File: config.mk
export PLATFORM = sky130hd
export DESIGN_NAME = fir_result_buffer
export DESIGN_NICKNAME = d
export VERILOG_FILES = /design/src/rtl/fir_result_buffer.sv
export SDC_FILE = /design/constraint.sdc
export NUM_CORES = 1
export LEC_CHECK = 0
export CORE_MARGIN = 8
export CORE_UTILIZATION = 46
export CTS_BUF_LIST = sky130_fd_sc_hd__clkbuf_4 sky130_fd_sc_hd__clkbuf_8
export DETAILED_ROUTE_END_ITERATION = 10
export PLACE_DENSITY = 0.65
export SLEW_MARGIN = 20
export SYNTH_ARGS = -nofsm -noshare
export SYNTH_HDL_FRONTEND = slang
export SYNTH_SLANG_ARGS = --single-unit
File: constraint.sdc
create_clock -name clk -period 8.21 [get_ports clk]
set_input_delay 1.642 -clock clk [delete_from_list [all_inputs] [get_ports clk]]
set_output_delay 1.642 -clock clk [all_outputs]
set_load 0.005 [all_outputs]
File: src/rtl/fir_result_buffer.sv
// fir_result_buffer: DEPTH-entry show-ahead FIFO capturing FIR_SSE (out_filt, out_sse) pairs
// Ports: clk/rst (async active-low) clock and reset; clr sync flush;
//   ready/out_filt/out_sse push side from FIR_SSE; hold back-pressure request;
//   o_valid/o_filt/o_sse/o_ack consumer handshake; level/full occupancy;
//   overflow sticky drop flag; sample_cnt accepted pushes; sse_over sticky SSE flag.
// Optional feature: define SSE_LIMIT_EN to enable the SSE threshold comparator.
module fir_result_buffer #(
  parameter int          DATA_W    = 32,
  parameter int          DEPTH     = 16,
  parameter int          HOLD_LVL  = DEPTH - 2,
  parameter int          CNT_W     = 16,
  parameter logic [31:0] SSE_LIMIT = 32'h3C23D70A
) (
  input  logic                     clk,
  input  logic                     rst,
  input  logic                     clr,
  input  logic                     ready,
  input  logic [DATA_W-1:0]        out_filt,
  input  logic [DATA_W-1:0]        out_sse,
  output logic                     hold,
  output logic                     o_valid,
  output logic [DATA_W-1:0]        o_filt,
  output logic [DATA_W-1:0]        o_sse,
  input  logic                     o_ack,
  output logic [$clog2(DEPTH):0]   level,
  output logic                     full,
  output logic                     overflow,
  output logic [CNT_W-1:0]         sample_cnt,
  output logic                     sse_over
);
  localparam int AW = $clog2(DEPTH);
  logic [DATA_W-1:0] mem_f [DEPTH];
  logic [DATA_W-1:0] mem_s [DEPTH];
  logic [AW-1:0] wr_ptr, rd_ptr;
  logic [AW:0] level_nx;
  logic push, pop;
  assign o_valid = level != '0;
  assign full = level == (AW+1)'(DEPTH);
  assign pop = o_valid & o_ack;
  // a pop in the same cycle frees the slot the push needs, so full does not block it
  assign push = ready & (!full | pop);
  assign level_nx = level + (AW+1)'(push) - (AW+1)'(pop);
  // gating by o_valid keeps the uncleared memory off the outputs while empty or in reset
  assign o_filt = o_valid ? mem_f[rd_ptr] : '0;
  assign o_sse = o_valid ? mem_s[rd_ptr] : '0;
  always_ff @(posedge clk or negedge rst)
    if (!rst) begin
      wr_ptr     <= '0;
      rd_ptr     <= '0;
      level      <= '0;
      hold       <= 1'b0;
      overflow   <= 1'b0;
      sample_cnt <= '0;
    end else if (clr) begin
      wr_ptr     <= '0;
      rd_ptr     <= '0;
      level      <= '0;
      hold       <= 1'b0;
      overflow   <= 1'b0;
      sample_cnt <= '0;
    end else begin
      wr_ptr     <= wr_ptr + AW'(push);
      rd_ptr     <= rd_ptr + AW'(pop);
      level      <= level_nx;
      hold       <= level_nx >= (AW+1)'(HOLD_LVL);
      overflow   <= overflow | (ready & full & !pop);
      sample_cnt <= sample_cnt + CNT_W'(push);
    end
  always_ff @(posedge clk)
    if (push) begin
      mem_f[wr_ptr] <= out_filt;
      mem_s[wr_ptr] <= out_sse;
    end
`ifdef SSE_LIMIT_EN
  logic sse_hit;
  // NaN flags regardless of sign; otherwise only positive magnitudes above the limit
  assign sse_hit = (out_sse[30:23] == 8'hFF && out_sse[22:0] != '0) ||
                   (!out_sse[31] && out_sse[30:0] > SSE_LIMIT[30:0]);
  always_ff @(posedge clk or negedge rst)
    if (!rst) sse_over <= 1'b0;
    else sse_over <= clr ? 1'b0 : sse_over | (push & sse_hit);
`else
  assign sse_over = 1'b0;
`endif
endmodule

==> flow_summary.json, run 1 <==
{
  "ys_warn_count": 0,
  "async_flop_share": 0.0294,
  "whs_ps": 506,
  "synth_area_leaders": "edfxtp_1 (77%), mux4_2 (14%), dfrtp_1 (1.9%)",
  "filler_cell_count": 6561,
  "hold_viol_final": 0,
  "ioPinCount": 159,
  "grt_max_degree": 117,
  "worstSetupPathType": "flop to primary output",
  "grt_pass1_wl_um": 133000,
  "ys.flop_type": "edfxtp_1",
  "firstDrtPassIters": 5,
  "vias": 18700,
  "layout-drive-gt1-share": 0.286,
  "drt-total-wl_um": 90500,
  "ys_types": 40,
  "startpoint_type": "flop",
  "htree_levels": 4,
  "die-area_sq_mm": 0.0965,
  "crit_required_ps": 6570,
  "postCtsHoldBufs": 0,
  "first_global_vias": 20200,
  "pre_cts_slack_ps": 2970,
  "fin_skew_ps": 26.1,
  "gr-usage-all-layers": 0.185,
  "yosys.area.top_type": "edfxtp_1",
  "fin_crit_sh": 0.718,
  "postCtsSetupBuffers": 0,
  "setup_viol": 0,
  "synth_seq_cells": 1055,
  "final_net_count": 2043,
  "synth_top_area_frac": 0.770,
  "grt_overflow": 0,
  "cts_tree": "built",
  "ys_seq_area_frac": 0.790,
  "final.min_clock_period_ps": 5890,
  "core.rowCount": 108,
  "antenna_found_initial": 12,
  "maxCapViolCount": 0,
  "syn_nets": 1759,
  "clk-insertion-delay-late_ps": 790,
  "ctsLongestPathBuffers": 3,
  "synth_common_cells": "edfxtp_1 (1024), mux4_2 (256), a221o_1 (63), a22o_1 (63), clkbuf_1 (50)",
  "yosysMostFrequentCell": "edfxtp_1",
  "die_h_um": 311,
  "finalWorstSetupSlack_ps": 2320,
  "clk_pin_slew_ps": 60,
  "cts_made_buffers": 171,
  "cts_root_buf": "clkbuf_8",
  "drtIter0Drc": 1722,
  "hold_path_class": "flop to flop",
  "syn_area_sq_mm": 0.0399,
  "cp-end-kind": "primary output",
  "status": "finished, final reports clean",
  "postSynthAreaPerCell_sq_um": 23.8,
  "cts.sinks": 1055,
  "io_buffers": 157,
  "max_freq_ghz": 0.170,
  "power.density_mw_per_mm2": 291,
  "dp_hpwl_um": 45000,
  "syn-instance-count": 1677,
  "worstPathArrival_ps": 4250,
  "vdd_drop_max_mv": 0.203,
  "slew_headroom": 0.271,
  "cts_resized": 0,
  "area_delta_synth_final_pct": 16.0,
  "worst_pin_slew_ps": 1090,
  "route.antenna.remaining_nets": 0,
  "core_sq_mm": 0.0863,
  "finalMaxSlewViolations": 0,
  "die_x_um": 311,
  "route.detailed.drc": 0,
  "wl_per_cell_um": 27.8,
  "p_leak_nw": 14.6,
  "initial_core_util": 0.462,
  "crit_fanout": 46,
  "synth_edf_count": 1024,
  "rsz0062_at_grt": "false",
  "place.gp.congestion": 0.714,
  "vias_per_cell": 5.75
}
placed cells by master, fill, tap and decap left out, drive strengths merged, types with 2 or more instances in the layout:
cell           instances
edfxtp              1024
mux4                 256
clkbuf               241
clkdlybuf4s50        156
a22o                  63
a221o                 63
clkinv                54
buf                   48
dfrtp                 31
nor2                  21
inv                   18
nor3                  13
xor2                  12
ha                    12
nand3                  8
nor2b                  8
nand2                  7
a21oi                  7
xnor2                  6
nand2b                 6
o21ai                  6
diode                  5
nand4                  5
nor4                   4
and2                   3
or3                    3
clkinvlp               3
bufinv                 3
and3                   3
and4                   2
logic make-up after synthesis:
logic type	count (synthesis)	synth area share
flops	1055	0.790
mux	258	0.145
compound gates	141	0.0316
buf+inv	103	0.0134
simple gates	88	0.0122
xor+xnor	18	0.00395
fa+ha+maj	13	0.00426
other cells	1	0.0000939
path summary, 6_finish.rpt:
path	start	to	slack, ps	depth (start not counted)
min in group asynchronous	rst	sample_cnt[8]	1250	2
max in group asynchronous	rst	rd_ptr[1]	6600	2
min	overflow	overflow	510	2
max	rd_ptr[0]	o_filt[3]	2320	5
min reg2reg	overflow	overflow	510	2
max reg2reg	level[3]	hold	4660	13
critical path: stages (launching register included):
cell             delay [ps]
dfrtp_4                1080
buf_4                   690
mux4_2                  580
a22o_1                  230
a221o_1                 340
clkdlybuf4s50_1         490
power by group:
part | internal, mW | switching (mW)
combinational | 1.59 | 1.30
sequential | 6.05 | 0.135
clock | 2.38 | 2.02
total | 10.0 | 3.45
sequential cells by signal, summed over array words and instances (netlist names):
| name | cells |
|---|---|
| mem_f | 512 |
| mem_s | 512 |
| sample_cnt | 16 |
| level | 5 |
| rd_ptr | 4 |
| wr_ptr | 4 |
| hold | 1 |
| overflow | 1 |
area by class of cell:
type / count / area, sq um / area share
Antenna cell: 5 / 12.5 / 0.000270
Clock buffer: 241 / 2890 / 0.0623
Clock inverter: 68 / 457 / 0.00986
Inverter: 10 / 37.5 / 0.000810
Multi-Input combinational cell: 519 / 7980 / 0.172
Sequential cell: 1055 / 31500 / 0.681
Tap cell: 1155 / 1450 / 0.0312
Timing Repair Buffer: 204 / 1980 / 0.0428
metrics by stage:
| stage | setup TNS, ps | cell area [sq um] | util | cells | power [mW] |
|---|---|---|---|---|---|
| 5_1_grt | 0 | 46300 | 0.536 | 3255 | 14.0 |
| 6_report | 0 | 46300 | 0.537 | 3257 | 13.5 |
| 2_1_floorplan | -100240 | 39900 | - | 1677 | 8.12 |
| 3_3_place_gp | 0 | 43000 | 0.498 | 2943 | 9.23 |
| 4_1_cts | 0 | 46300 | 0.536 | 3252 | 13.7 |
| 3_5_place_dp | 0 | 43000 | 0.498 | 2943 | 9.26 |
layer usage:
| metal | part of all wire | up-vias | global-route usage |
|---|---|---|---|
| li1 | - | 7864 | - |
| met1 | 0.40 | 10100 | 0.234 |
| met2 | 0.52 | 635 | 0.316 |
| met3 | 0.068 | 139 | 0.0483 |
| met4 | 0.019 | 12 | 0.0550 |
| met5 | 0.00081 | - | 0 |
No activity file was read; power rests on OpenSTA's default activity.
==> run 2: changes to the inputs <==
--- a/config.mk
+++ b/config.mk
@@ -9,7 +9,6 @@
 export CORE_UTILIZATION = 46
 export CTS_BUF_LIST = sky130_fd_sc_hd__clkbuf_4 sky130_fd_sc_hd__clkbuf_8
 export DETAILED_ROUTE_END_ITERATION = 10
-export PLACE_DENSITY = 0.65
 export SLEW_MARGIN = 20
 export SYNTH_ARGS = -nofsm -noshare
 export SYNTH_HDL_FRONTEND = slang
==> constraint.sdc (replaced) <==
create_clock -name clk -period 5.8 [get_ports clk]
set_input_delay 1.16 -clock clk [delete_from_list [all_inputs] [get_ports clk]]
set_output_delay 1.16 -clock clk [all_outputs]
set_load 0.005 [all_outputs]
==> flow_summary.json, run 2 (synthesis results as in run 1) <==
{
  "power_mw": 19.1,
  "vias_per_cell": 5.77,
  "vdd_drop_max_mv": 0.354,
  "hold_path_class": "flop to flop",
  "final_common_cell": "edfxtp_1",
  "drtIter0Drc": 1562,
  "fin_crit_sh": 0.841,
  "crit_required_ps": 4640,
  "slew_headroom": 0.310,
  "startpoint_type": "flop",
  "reg2reg_to": "hold",
  "grt_max_degree": 65,
  "io_buffers": 157,
  "clk_pin_slew_ps": 60,
  "cts_tree": "built",
  "grt_pass1_wl_um": 135000,
  "cts.sinks": 1055,
  "largestRegisters": "mem_f x512, mem_s x512, sample_cnt x16",
  "vias": 18700,
  "core.rowCount": 108,
  "antenna_found_initial": 7,
  "setup_viol": 0,
  "hold_viol_final": 0,
  "die_x_um": 311,
  "die_h_um": 311,
  "switching_share": 0.258,
  "wl_per_cell_um": 28.4,
  "ctsLongestPathBuffers": 3,
  "area_delta_synth_final_pct": 16.3,
  "route.detailed.drc": 0,
  "grt_overflow": 0,
  "core_sq_mm": 0.0863,
  "fin_skew_ps": 34.0,
  "whs_ps": 516,
  "postCtsHoldBufs": 0,
  "initial_core_util": 0.462,
  "firstDrtPassIters": 5,
  "cp-end-kind": "primary output",
  "max_freq_ghz": 0.205,
  "dp_hpwl_um": 46100,
  "power.density_mw_per_mm2": 410,
  "drt-total-wl_um": 92000,
  "r2r-start": "level[3]",
  "internal_power_mw": 14.1,
  "first_global_vias": 20000,
  "seq_power_share": 0.455,
  "p_leak_nw": 14.6,
  "htree_levels": 4,
  "hp-start": "overflow",
  "place.gp.congestion": 0.729,
  "cts_resized": 0,
  "reg2regPathDepth": 14,
  "worstSetupPathType": "flop to primary output",
  "cts_root_buf": "clkbuf_8",
  "rsz0062_at_grt": "false",
  "combPwrFrac": 0.227,
  "worstPathArrival_ps": 3720,
  "final.min_clock_period_ps": 4880,
  "r2r_setup_slack_ps": 2500,
  "fin_tns_setup_ps": 0,
  "finalMaxSlewViolations": 0,
  "maxCapViolCount": 0,
  "worst_pin_slew_ps": 1040,
  "route.antenna.remaining_nets": 0,
  "die-area_sq_mm": 0.0965,
  "gr-usage-all-layers": 0.189,
  "status": "finished, final reports clean",
  "cts_made_buffers": 170,
  "crit_fanout": 40,
  "holdPathEnd": "overflow",
  "final_net_count": 2043,
  "postCtsSetupBuffers": 0,
  "hold_depth": 2,
  "layout-drive-gt1-share": 0.284,
  "layout_common_cells": "edfxtp_1 (1024), mux4_2 (256), clkbuf_8 (174), clkdlybuf4s50_1 (156), clkbuf_4 (66)",
  "clk-insertion-delay-late_ps": 810,
  "ioPinCount": 159,
  "p_switching_mw": 4.92,
  "clkPwrFrac": 0.318
}
## run 2: cell types whose count changed in the layout (fill, tap and decap cells not counted), sizes merged
cell,change
clkbuf,-1
clkinv,-21
buf,+1
diode,+1
clkinvlp,-2
inv,+2
bufinv,-2
## run 2: final cells by class
cell class | instances | area, sq um
Multi-Input combinational cell | 519 | 8030
Inverter | 10 | 37.5
Fill cell | 6563 | 39900
Timing Repair Buffer | 205 | 2160
Antenna cell | 6 | 15.0
Sequential cell | 1055 | 31500
Tap cell | 1155 | 1450
Clock inverter | 45 | 307
Clock buffer | 240 | 2890
## run 2: worst max-delay path by stage
stage | startpoint | end | slack (ps)
final | rd_ptr[1] | o_filt[10] | 920
after detailed placement | rd_ptr[1] | o_filt[1] | 1730
after global routing | rd_ptr[0] | o_filt[1] | 730
after floorplan | o_ack | mem_f[0][0] | -2320
after global placement | rd_ptr[1] | o_filt[10] | 1740
after CTS | rd_ptr[1] | o_filt[1] | 810
## run 2: power by group through the flow
stage,logic [mW],clock network [mW],registers [mW]
6_report,4.33,6.05,8.67
5_1_grt,4.64,6.56,8.69
4_1_cts,4.45,6.23,8.67
3_5_place_dp,4.43,0,8.83
3_3_place_gp,4.42,0,8.82
2_1_floorplan,2.70,0,8.79
## run 2: per-layer routing
layer | wire, um | vias up | global-route usage
li1 | - | 7855 | -
met2 | 45600 | 557 | 0.309
met1 | 39200 | 10100 | 0.256
met5 | 13 | - | 0
met3 | 5420 | 133 | 0.0453
met4 | 1720 | 2 | 0.0514
## run 2: worst max-delay path: stages (launching register included)
cell	delay, ps
dfrtp_4	880
buf_4	510
buf_4	320
mux4_2	320
a221o_1	380
clkdlybuf4s50_1	460
## run 2: through the flow
stage	cells	setup slack [ps]	cell area (sq um)	util
final	3235	922	46400	0.538
after CTS	3229	807	46400	0.537
after detailed placement	2944	1730	43200	0.500
after floorplan	1677	-2320	40000	-
after global placement	2944	1740	43200	0.500
after global routing	3230	735	46400	0.537
==> run 3: changes to the inputs <==
--- a/config.mk
+++ b/config.mk
@@ -9,6 +9,7 @@
 export CORE_UTILIZATION = 46
 export CTS_BUF_LIST = sky130_fd_sc_hd__clkbuf_4 sky130_fd_sc_hd__clkbuf_8
 export DETAILED_ROUTE_END_ITERATION = 10
+export PLACE_DENSITY = 0.65
 export SLEW_MARGIN = 20
 export SYNTH_ARGS = -nofsm -noshare
 export SYNTH_HDL_FRONTEND = slang
==> constraint.sdc (replaced) <==
create_clock -name clk -period 4.4 [get_ports clk]
set_input_delay 0.88 -clock clk [delete_from_list [all_inputs] [get_ports clk]]
set_output_delay 0.88 -clock clk [all_outputs]
set_load 0.005 [all_outputs]
==> flow_summary.json, run 3 (synthesis results as in run 1) <==
{
  "internal_power_mw": 18.7,
  "grt_max_degree": 64,
  "route.detailed.drc": 0,
  "setup_viol": 0,
  "fin_skew_ps": 46.2,
  "worstPathArrival_ps": 3380,
  "busiest_layer": "met2",
  "io_buffers": 157,
  "first_global_vias": 20400,
  "p_leak_nw": 14.9,
  "startpoint_type": "flop",
  "slew_headroom": 0.493,
  "max_freq_ghz": 0.235,
  "final.min_clock_period_ps": 4260,
  "largestRegisters": "mem_f x512, mem_s x512, sample_cnt x16",
  "core.rowCount": 108,
  "clk_pin_slew_ps": 60,
  "grt_pass1_wl_um": 132000,
  "htree_levels": 4,
  "cts.sinks": 1055,
  "hold_viol_final": 0,
  "status": "finished, final reports clean",
  "area_delta_synth_final_pct": 17.9,
  "combPwrFrac": 0.233,
  "core_sq_mm": 0.0863,
  "layout-drive-gt1-share": 0.294,
  "wl_per_cell_um": 26.9,
  "drtIter0Drc": 1500,
  "vias": 18900,
  "cp-end-kind": "primary output",
  "cts_root_buf": "clkbuf_8",
  "ioPinCount": 159,
  "antenna_found_initial": 3,
  "use_met2": 0.300,
  "finalMaxSlewViolations": 0,
  "filler_cell_count": 6420,
  "globalRouteMet1Util": 0.242,
  "gr-usage-all-layers": 0.182,
  "drt-total-wl_um": 88400,
  "clkPwrFrac": 0.316,
  "seq_power_share": 0.451,
  "clk-insertion-delay-late_ps": 840,
  "die_x_um": 311,
  "vias_per_cell": 5.75,
  "cts_made_buffers": 168,
  "fin_tns_setup_ps": 0,
  "firstDrtPassIters": 5,
  "final_common_cell": "edfxtp_1",
  "ctsLongestPathBuffers": 3,
  "reg2regPathDepth": 13,
  "initial_core_util": 0.462,
  "die-area_sq_mm": 0.0965,
  "grtUsageMet3": 0.0415,
  "cts_tree": "built",
  "switching_share": 0.262,
  "hold_path_class": "input pin to async pin",
  "route.antenna.remaining_nets": 0,
  "worst_pin_slew_ps": 758,
  "final_net_count": 2083,
  "place.gp.congestion": 0.737,
  "p_switching_mw": 6.62,
  "layout_common_cells": "edfxtp_1 (1024), mux4_2 (256), clkbuf_8 (171), clkdlybuf4s50_1 (157), a221o_1 (63)",
  "rsz0062_at_grt": "true",
  "postCtsHoldBufs": 0,
  "dp_hpwl_um": 49300,
  "vdd_drop_max_mv": 0.339,
  "crit_required_ps": 3520,
  "crit_fanout": 48,
  "worstSetupPathType": "flop to primary output",
  "die_h_um": 311,
  "power.density_mw_per_mm2": 538,
  "grt_overflow": 0,
  "power_mw": 25.3,
  "maxCapViolCount": 0,
  "fin_crit_sh": 0.968,
  "whs_ps": 438
}
[run 3: cell count changes in the layout (fill, tap and decap cells not counted), sizes merged]
cell           delta
buf              +41
clkbuf           -16
clkdlybuf4s50     +1
clkinv           +31
clkinvlp          +3
diode             -1
inv               -5
[run 3: critical path, stage by stage (launching register included)]
cell and delay [ps]:
dfrtp_1 380, inv_1 80, ha_1 220, nor4b_4 150, buf_4 140, nor3_2 240, buf_12 370, a22o_1 300
a221o_1 160, clkdlybuf4s50_1 500
[run 3: what timing repair did]
item | 4_1_cts | 5_1_grt
setup endpoints to repair | 64 | 10
pin swaps | 1 | 1
hold endpoints to repair | 0 | 0
setup buffers | 8 | 0
gates resized for setup | 5 | 4
[run 3: area by class of cell]
type | count | area, sq um | share of cell area
diodes | 5 | 12.5 | 0.000266
clock buffers | 224 | 2750 | 0.0585
clock inverters | 74 | 487 | 0.0103
inverters | 10 | 37.5 | 0.000798
multi-input cells | 519 | 8030 | 0.171
flip-flops and latches | 1055 | 31500 | 0.670
well taps | 1155 | 1450 | 0.0307
repair buffers | 247 | 2760 | 0.0587
[run 3: power by group through the flow]
stage,Clock [mW],Combinational [mW],Sequential (mW)
after floorplan,0,3.56,11.6
after global placement,0,5.83,11.7
after detailed placement,0,5.82,11.7
after CTS,8.21,6.02,11.4
after global routing,8.65,6.31,11.4
final,8.00,5.89,11.4
[run 3: metal layers]
| layer | routed length (um) | vias up |
|---|---|---|
| met5 | 0 | - |
| met4 | 2070 | 0 |
| met3 | 5350 | 138 |
| met2 | 44300 | 637 |
| met1 | 36700 | 10200 |
| li1 | - | 7955 |
[run 3: worst paths after layout]
path | startpoint | to | slack (ps)
worst max-delay path | level[2] | o_filt[10] | 140
worst min-delay path | rst | sample_cnt[3] | 440
worst max register to register | level[2] | hold | 970
worst min register to register | overflow | overflow | 520
max in group asynchronous | rst | rd_ptr[0] | 3400
min in group clk | overflow | overflow | 520
[run 3: stage by stage]
step / instances / instance area, sq um / setup WS, ps / util
final: 3289 / 47100 / 142 / 0.545
after global routing: 3287 / 47100 / -27.5 / 0.545
after CTS: 3284 / 47000 / 8.04 / 0.544
after detailed placement: 2978 / 43600 / 217 / 0.505
after global placement: 2977 / 43600 / 190 / 0.505
after floorplan: 1677 / 40000 / -1920 / -
